===== config.mk =====
export PLATFORM = sky130hd
export DESIGN_NAME = match_window_counter_flat
export DESIGN_NICKNAME = d
export VERILOG_FILES = /design/src/rtl/match_window_counter_if.sv /design/src/rtl/match_window_counter.sv /design/src/flat_wrapper.sv
export SDC_FILE = /design/constraint.sdc
export NUM_CORES = 1
export LEC_CHECK = 0
export ABC_CLOCK_PERIOD_IN_PS = 2200
export BUFFER_PORTS_ARGS = -buffer_cell sky130_fd_sc_hd__buf_4
export CORE_MARGIN = 2
export CORE_UTILIZATION = 57
export DETAILED_ROUTE_END_ITERATION = 8
export PLACE_DENSITY = 0.78
export SLEW_MARGIN = 15
export SYNTH_ARGS = -nofsm -noshare
export SYNTH_HDL_FRONTEND = slang
export SYNTH_SLANG_ARGS = --single-unit

===== constraint.sdc =====
create_clock -name clk -period 2.2 [get_ports clk]
set_clock_uncertainty 0.05 [all_clocks]
set_input_delay 0.44 -clock clk [delete_from_list [all_inputs] [get_ports clk]]
set_output_delay 0.44 -clock clk [all_outputs]
set_load 0.02 [all_outputs]

===== src/rtl/match_window_counter_if.sv =====
// -----------------------------------------------------------------------------
// match_window_counter_if
// Result-side bundle of the match window counter: the published window total
// and its valid/ack handshake toward a CPU or logger.
//   count_out   producer -> consumer  total of the last completed window
//   sat         producer -> consumer  that window's total was clamped
//   count_valid producer -> consumer  count_out holds an unconsumed result
//   overrun     producer -> consumer  sticky: a result was overwritten unread
//   count_ack   consumer -> producer  consumer takes the result
// -----------------------------------------------------------------------------
interface match_window_counter_if #(
    parameter int CNT_W = 8
);
    logic [CNT_W-1:0] count_out;
    logic             sat;
    logic             count_valid;
    logic             count_ack;
    logic             overrun;

    modport master (
        output count_out,
        output sat,
        output count_valid,
        output overrun,
        input  count_ack
    );

    modport slave (
        input  count_out,
        input  sat,
        input  count_valid,
        input  overrun,
        output count_ack
    );
endinterface


===== src/rtl/match_window_counter.sv =====
// -----------------------------------------------------------------------------
// match_window_counter
// Counts the high cycles of a sequence detector's output over windows of
// WIN_LEN enabled cycles. Each window total, which saturates at 2**CNT_W-1, is
// published with a valid/ack handshake. Saturation is flagged alongside the
// total, and an overwrite of an unread result sets a sticky overrun flag.
// Ports:
//   clk      in  single clock, rising edge
//   rst      in  synchronous active-high reset
//   en       in  1 = window running, 0 = discard partial window and idle
//   Data_in  in  detector output, one count per high sample cycle
//   bus      master side of match_window_counter_if (result + handshake)
// -----------------------------------------------------------------------------
module match_window_counter #(
    parameter int CNT_W   = 8,
    parameter int WIN_LEN = 16
) (
    input  logic                  clk,
    input  logic                  rst,
    input  logic                  en,
    input  logic                  Data_in,
    match_window_counter_if.master bus
);

    localparam int               WIN_W    = $clog2(WIN_LEN);
    localparam logic [WIN_W-1:0] WIN_LAST = WIN_W'(WIN_LEN - 1);
    localparam logic [CNT_W-1:0] CNT_MAX  = {CNT_W{1'b1}};

    typedef enum logic [0:0] {
        ST_IDLE = 1'b0,
        ST_RUN  = 1'b1
    } state_t;

    // Saturating increment. Bit CNT_W is set when a clamp actually happened,
    // meaning a high input arrived while the value was already at maximum.
    function automatic logic [CNT_W:0] sat_add(input logic [CNT_W-1:0] a,
                                               input logic             b);
        logic [CNT_W:0] res;
        if (b == 1'b1) begin
            if (a == CNT_MAX) begin
                res = {1'b1, CNT_MAX};
            end else begin
                res = {1'b0, a + CNT_W'(1)};
            end
        end else begin
            res = {1'b0, a};
        end
        return res;
    endfunction

    state_t           r_state,       w_state;
    logic [CNT_W-1:0] r_acc,         w_acc;
    logic             r_sat_acc,     w_sat_acc;
    logic [WIN_W-1:0] r_win_cnt,     w_win_cnt;
    logic [CNT_W-1:0] r_count_out,   w_count_out;
    logic             r_sat,         w_sat;
    logic             r_count_valid, w_count_valid;
    logic             r_overrun,     w_overrun;

    logic [CNT_W:0]   w_add;
    logic             w_win_end;
    logic             w_ack_taken;

    // Next-state and datapath decode for the window FSM and the result registers
    always_comb begin
        w_state       = r_state;
        w_acc         = r_acc;
        w_sat_acc     = r_sat_acc;
        w_win_cnt     = r_win_cnt;
        w_count_out   = r_count_out;
        w_sat         = r_sat;
        w_count_valid = r_count_valid;
        w_overrun     = r_overrun;

        w_add       = sat_add(r_acc, Data_in);
        w_win_end   = (r_win_cnt == WIN_LAST);
        w_ack_taken = r_count_valid & bus.count_ack;

        case (r_state)
            ST_IDLE: begin
                if (en == 1'b1) begin
                    w_state = ST_RUN;
                end else begin
                    w_state = ST_IDLE;
                end
            end
            ST_RUN: begin
                if (en == 1'b1) begin
                    w_state = ST_RUN;
                end else begin
                    w_state = ST_IDLE;
                end
            end
            default: begin
                w_state = ST_IDLE;
            end
        endcase

        // An ack only matters while a result is pending. A window completing
        // in the same cycle overrides this below and keeps valid high.
        if (w_ack_taken == 1'b1) begin
            w_count_valid = 1'b0;
        end else begin
            w_count_valid = r_count_valid;
        end

        // Sampling depends only on en, because the first en-high cycle seen
        // from IDLE is already a sample cycle.
        if (en == 1'b1) begin
            if (w_win_end == 1'b1) begin
                w_count_out   = w_add[CNT_W-1:0];
                w_sat         = r_sat_acc | w_add[CNT_W];
                w_count_valid = 1'b1;
                if ((r_count_valid == 1'b1) && (bus.count_ack == 1'b0)) begin
                    w_overrun = 1'b1;
                end else begin
                    w_overrun = r_overrun;
                end
                w_acc     = {CNT_W{1'b0}};
                w_sat_acc = 1'b0;
                w_win_cnt = {WIN_W{1'b0}};
            end else begin
                w_acc     = w_add[CNT_W-1:0];
                w_sat_acc = r_sat_acc | w_add[CNT_W];
                w_win_cnt = r_win_cnt + WIN_W'(1);
            end
        end else begin
            // A dropped enable discards the partial window without reporting it.
            w_acc     = {CNT_W{1'b0}};
            w_sat_acc = 1'b0;
            w_win_cnt = {WIN_W{1'b0}};
        end
    end

    // State and result registers with synchronous reset
    always_ff @(posedge clk) begin
        if (rst == 1'b1) begin
            r_state       <= ST_IDLE;
            r_acc         <= {CNT_W{1'b0}};
            r_sat_acc     <= 1'b0;
            r_win_cnt     <= {WIN_W{1'b0}};
            r_count_out   <= {CNT_W{1'b0}};
            r_sat         <= 1'b0;
            r_count_valid <= 1'b0;
            r_overrun     <= 1'b0;
        end else begin
            r_state       <= w_state;
            r_acc         <= w_acc;
            r_sat_acc     <= w_sat_acc;
            r_win_cnt     <= w_win_cnt;
            r_count_out   <= w_count_out;
            r_sat         <= w_sat;
            r_count_valid <= w_count_valid;
            r_overrun     <= w_overrun;
        end
    end

    assign bus.count_out   = r_count_out;
    assign bus.sat         = r_sat;
    assign bus.count_valid = r_count_valid;
    assign bus.overrun     = r_overrun;

endmodule


===== src/flat_wrapper.sv =====
// flat-port wrapper written by rule: the top's interface ports become plain ports
module match_window_counter_flat 
#(
    parameter int CNT_W   = 8,
    parameter int WIN_LEN = 16
)
  (clk, rst, en, Data_in, bus_count_out, bus_sat, bus_count_valid, bus_overrun, bus_count_ack);
  match_window_counter_if #(.CNT_W(CNT_W)) bus_i ();
  input  logic clk;
  input  logic rst;
  input  logic en;
  input  logic Data_in;
  output wire logic [$bits(bus_i.count_out)-1:0] bus_count_out;
  output wire logic [$bits(bus_i.sat)-1:0] bus_sat;
  output wire logic [$bits(bus_i.count_valid)-1:0] bus_count_valid;
  output wire logic [$bits(bus_i.overrun)-1:0] bus_overrun;
  input wire logic [$bits(bus_i.count_ack)-1:0] bus_count_ack;
  assign bus_count_out = bus_i.count_out;
  assign bus_sat = bus_i.sat;
  assign bus_count_valid = bus_i.count_valid;
  assign bus_overrun = bus_i.overrun;
  assign bus_i.count_ack = bus_count_ack;
  match_window_counter #(.CNT_W(CNT_W), .WIN_LEN(WIN_LEN)) u_core (.clk(clk), .rst(rst), .en(en), .Data_in(Data_in), .bus(bus_i));
endmodule

==> out/results.ini, run 1 <==
[finish]
layout_commonest_cell=nor2_1
final_cell_mix=nor2_1, dfxtp_1, buf_4, a211oi_1, nand2_1
layout.cells.non_filler=133
antenna_cells=0
regArea_um2=480
fin_nets=126
multi_input_area_um2=473
syn_to_final_growth_pct=14.7
n_fill_cell=136
drive_gt1_share_pct=23.9

[setup_path]
path_buf_inv=0
critPathMaxStageDelay_ns=0.49
cp-startpoint=u_core.r_win_cnt[0]$_SDFF_PP0_
timing.critical_path.cells=ha_1 > and4_1 > nor2_1 > a211oi_1
crit_fanout=13
critPathArrivalTime_ns=1.71
cp-end-kind=register
crit_slowest_cell=and4_1
critical_path_class=reg2reg
r2r-start=u_core.r_win_cnt[0]$_SDFF_PP0_
cp.required_ns=2.37
crit_path_start_kind=register
critPathTopFamily=simple AND/OR/NAND/NOR gates

[synth]
synth_cell_types=30
syn_nets=109
synth_flop_cell=dfxtp_1
synth_edf_count=0
syn_area_um2=970
synthArstFlopShare_pct=0
synth_seq_cells=24
syn_inst=102
avgSynthCellArea_um2=9.51
synth-warning-count=0
synth_seq_area_share_pct=49.5

[timing]
timing.final.hold_violations=0
finalMaxSlewViolations=0
rsz0062_at_grt=false
timing.final.crit_share_pct=70.2
finalSetupTns_ns=0
slew_headroom_pct=71.2
tightest_slew_ns=0.432
max_freq_ghz=0.647
finalSetupViolations=0
min_period_ns=1.54

[route]
m1WireLength_um=796
dr.pass1.iters=4
wl_per_cell_um=12.9
highest_layer=met4
met2_length_um=856
num_vias=748
routed_wl_mm=1.72
drc=0
antenna_left=0
drt_iter0_markers=18
wl_met3_um=51
vias_per_cell=5.62

[min_path]
hp-start=rst
hp-class=in2reg

[floorplan]
coreArea_um2=1560
start_util_pct=62.2
pin_count=16
die_y_um=45.2
die_w_um=45.2
die_area_um2=2050
num_rows=14

[clocking]
clock_latency_ns=0.30
clk_path_buf_depth=2
cts_buffers=3
cts.clk_slew.worst_paths_ns=0.12
htreeDepth=1
postCtsSetupBuffers=0
cts.hold.buffers_added=0
cts_tree=yes
clockRootBuffer=clkbuf_4
cts_repair_resize_count=0
clock_sink_count=24

[placed_design]
hpwlAfterDp_mm=1.28
dp_cells=130
port_buffers=15
gp_congestion=0.763

[power_and_ir_drop]
peakVddDrop_mv=0.418
leakage_uw=0.000417
power.density_nw_per_um2=580

[global_route]
grt_max_degree=15
antenna_found_initial=0
grt_pass1_vias=732
grt_first_pass_wirelength_mm=3.08
grt_usage_pct=21.1
grt_overflow=0

[outcome]
outcome=completed

[flow_run]
cap_violations=0

## report_power, final
| part | internal (uW) | switching, uW | leakage, uW | total, uW |
|---|---|---|---|---|
| Clock | 63.8 | 116 | 0.0000138 | 179 |
| Sequential | 437 | 2.66 | 0.000194 | 440 |
| Combinational | 10.7 | 15.3 | 0.000209 | 26.0 |
## worst paths after layout
path	slack, ns	depth (start not counted)	end
hold / removal	0.35	2	u_core.bus.count_out[5]$_SDFFE_PP0P_
setup reg to reg	0.66	4	u_core.bus.sat$_SDFFE_PP0P_
hold reg to reg	0.41	1	u_core.r_win_cnt[0]$_SDFF_PP0_
setup / recovery	0.66	4	u_core.bus.sat$_SDFFE_PP0P_
## sequential cells by signal, summed over array words and instances, names as in the netlist
signal and count:
u_core.r_win_cnt 4, u_core.bus.count_valid 1, u_core.r_sat_acc 1, u_core.bus.overrun 1, u_core.bus.count_out 8, u_core.r_acc 8
u_core.bus.sat 1
## cells in the mapped netlist (all sizes together) (2+ instances only)
cell	instances	area share, %
ha	2	2.6
nor2	28	12
xor2	2	1.8
a211oi	7	5.9
a21oi	2	1.0
o31ai	2	2.1
and4	2	1.9
nand3b	2	1.5
mux2i	2	2.1
nand2	4	1.5
nand4	5	4.5
buf	2	0.90
dfxtp	24	50
nand3	3	1.5
xnor2	3	2.7
nand2b	3	1.9
nor3	2	2.1
## per-layer routing
metal  vias up  global-route usage, %
li1        389                      -
met1       347                   25.3
met2        10                   35.7
met3         2                   3.60
met4         0                   11.2
met5         -                      0
## through the flow
| stage | hold slack (ns) | instance area, um2 | util (%) | power (uW) | setup WS (ns) |
|---|---|---|---|---|---|
| floorplan | 0.368 | 970 | - | 464 | 0.854 |
| global placement | 0.380 | 1090 | 69.9 | 475 | 0.731 |
| detailed placement | 0.396 | 1090 | 69.9 | 476 | 0.644 |
| CTS | 0.335 | 1110 | 71.3 | 652 | 0.629 |
| global route | 0.330 | 1110 | 71.3 | 677 | 0.523 |
| finish | 0.350 | 1110 | 71.3 | 646 | 0.655 |
## cell type report
cell class / count / share of cell area [%]
multi-input cells: 74 / 42.5
inverters: 1 / 0.337
clock buffers: 3 / 2.02
flip-flops and latches: 24 / 43.2
repair buffers: 15 / 10.1
well taps: 16 / 1.80
## cells by family (layout without fill, tap and decap cells)
kind of cell,count (synthesis),after routing,share of synthesized area [%]
muxes,2,2,2.06
and+or+nand+nor,50,50,27.6
xor gates and xnor gates,5,5,4.52
adders and majority gates,2,2,2.58
DFF,24,24,49.5
AOI/OAI and AO/OA,15,15,12.0
buffers and inverters,4,19,1.68
Power figures use the tool's default switching activity.
==> inputs of run 2 (changes only) <==
ABC_CLOCK_PERIOD_IN_PS = 1400   (was 2200)
CORE_UTILIZATION = 48   (was 57)
PLACE_DENSITY = 0.69   (was 0.78)
clock period = 1.4 ns   (was 2.2 ns; I/O delays follow)
==> run 2 against run 1 <==
Compared with the run above:
- clock power grew 100%
- sequential power grew 58%
- via count grew 4.0%
- final area grew 11%
- wire length grew 9.0%
- combinational power grew 77%
- worst hold slack lost 0.17 ns
- utilization shrank 7.6 points
- critical endpoint is now u_core.bus.count_out[7]$_SDFFE_PP0P_
- die area grew 17%
- largest power group unchanged
- largest cell class is now multi-input gates
- maximum frequency grew 17%
- flip-flop and latch count is the same
- total power grew 70%
- highest routed layer unchanged
==> out/results.ini, run 2 (same netlist as run 1, synthesis figures left out) <==
[outcome]
outcome=completed

[timing]
min_period_ns=1.32
slew_headroom_pct=77.6
timing.final.ws_setup_ns=0.0765
timing.final.crit_share_pct=94.5
finalSetupViolations=0
rsz0062_at_grt=true
tightest_slew_ns=0.335
max_freq_ghz=0.756
timing.final.hold_violations=0
finalMaxSlewViolations=0

[min_path]
hp-class=in2reg
hp-start=rst

[route]
wl_per_cell_um=12.5
dr.pass1.iters=4
met2_length_um=944
drc=0
antenna_left=0
routed_wl_mm=1.87
drt_iter0_markers=5
wl_met3_um=54
m1WireLength_um=858
vias_per_cell=5.19
highest_layer=met4
num_vias=778

[setup_path]
critPathTopFamily=flip-flops
critPathArrivalTime_ns=1.48
r2r-start=u_core.r_acc[0]$_SDFF_PP0_
crit_path_start_kind=register
crit_slowest_cell=dfxtp_2
cp-startpoint=u_core.r_acc[0]$_SDFF_PP0_
critical_path_class=reg2reg
cp-end-kind=register
timing.critical_path.cells=buf_4 > nand4_2 > nor2_2 > mux2i_2 > o31ai_2
cp.required_ns=1.56
critPathMaxStageDelay_ns=0.38
path_buf_inv=1
crit_fanout=4

[global_route]
antenna_found_initial=0
grt_usage_pct=17.5
grt_max_degree=15
grt_overflow=0
grt_pass1_vias=763
grt_first_pass_wirelength_mm=3.18

[clocking]
cts_tree=yes
clock_sink_count=24
htreeDepth=1
cts_buffers=3
cts.hold.buffers_added=0
clock_latency_ns=0.31
clockRootBuffer=clkbuf_4
clk_path_buf_depth=2
cts.clk_slew.worst_paths_ns=0.13

[finish]
fin_nets=131
syn_to_final_growth_pct=27.6
utilization_pct=63.7
drive_gt1_share_pct=39.0
n_fill_cell=174
layout_commonest_cell=nor2_1
final_cell_mix=nor2_1, buf_4, dfxtp_1, dfxtp_2
antenna_cells=0

[floorplan]
pin_count=16
die_y_um=48.9
die_w_um=48.9
start_util_pct=49.9
num_rows=16
coreArea_um2=1940
die_area_um2=2400

[placed_design]
dp_slack_ns=-0.0162
hpwlAfterDp_mm=1.37
port_buffers=15
gp_congestion=0.792

[power_and_ir_drop]
leakage_uw=0.000456
power.total_uw=1100
power.density_nw_per_um2=888
peakVddDrop_mv=0.714

[flow_run]
cap_violations=0

run 2: changes by cell type in the layout (fill, tap and decap cells not counted), moves of 2 or more:
cell	change
buf_4	+4
dfxtp_2	+6
a211oi_2	+2
ha_1	-2
dfxtp_1	-6
and4_4	+2
a211oi_1	-2
run 2: through the flow:
| step | setup TNS, ns | hold WS, ns | instances | cell area [um2] |
|---|---|---|---|---|
| after global routing | -0.0744 | 0.181 | 150 | 1240 |
| after detailed placement | -0.0162 | 0.390 | 144 | 1140 |
| after floorplan | 0 | 0.336 | 102 | 970 |
| final | 0 | 0.184 | 150 | 1240 |
| after CTS | 0 | 0.165 | 148 | 1180 |
| after global placement | 0 | 0.380 | 144 | 1140 |
run 2: worst register-to-register path, delay by kind of cell (launching register included):
family                 cells  cell delay [ns]
and+or+nand+nor            2             0.32
AOI/OAI and AO/OA          1             0.07
buffers and inverters      1             0.13
DFF                        1             0.38
muxes                      1             0.27
run 2: final timing paths:
kind,endpoint,slack [ns],cells past startpoint
setup reg to reg,u_core.bus.count_out[7]$_SDFFE_PP0P_,0.08,5
hold / removal,u_core.bus.count_out[5]$_SDFFE_PP0P_,0.18,2
setup / recovery,u_core.bus.count_out[7]$_SDFFE_PP0P_,0.08,5
hold reg to reg,u_core.r_win_cnt[0]$_SDFF_PP0_,0.38,1
run 2: layer usage:
layer | vias up | track usage, %
li1 | 397 | -
met1 | 371 | 19.3
met2 | 8 | 30.4
met3 | 2 | 4.91
met4 | 0 | 9.05
met5 | - | 0
run 2: final cells by class:
type                            count  area [um2]  share of cell area, %
Clock buffer                        4        36.3                   2.93
Inverter                            1        3.75                  0.303
Multi-Input combinational cell     74         513                   41.5
Sequential cell                    24         488                   39.4
Tap cell                           27        33.8                   2.73
Timing Repair Buffer               20         163                   13.1
run 2: what timing repair did:
item | CTS | global route
resized for setup | 2 | 14
pin swaps | 1 | 4
hold endpoints to repair | 0 | 0
setup buffers | 0 | 2
cloned | 0 | 0
endpoints found under the setup margin | 2 | 13
run 2: power breakdown:
part / internal, uW / switching [uW] / total, uW
logic: 19.8 / 26.3 / 46.1
clock network: 159 / 202 / 361
registers: 688 / 4.32 / 693
total: 867 / 232 / 1100
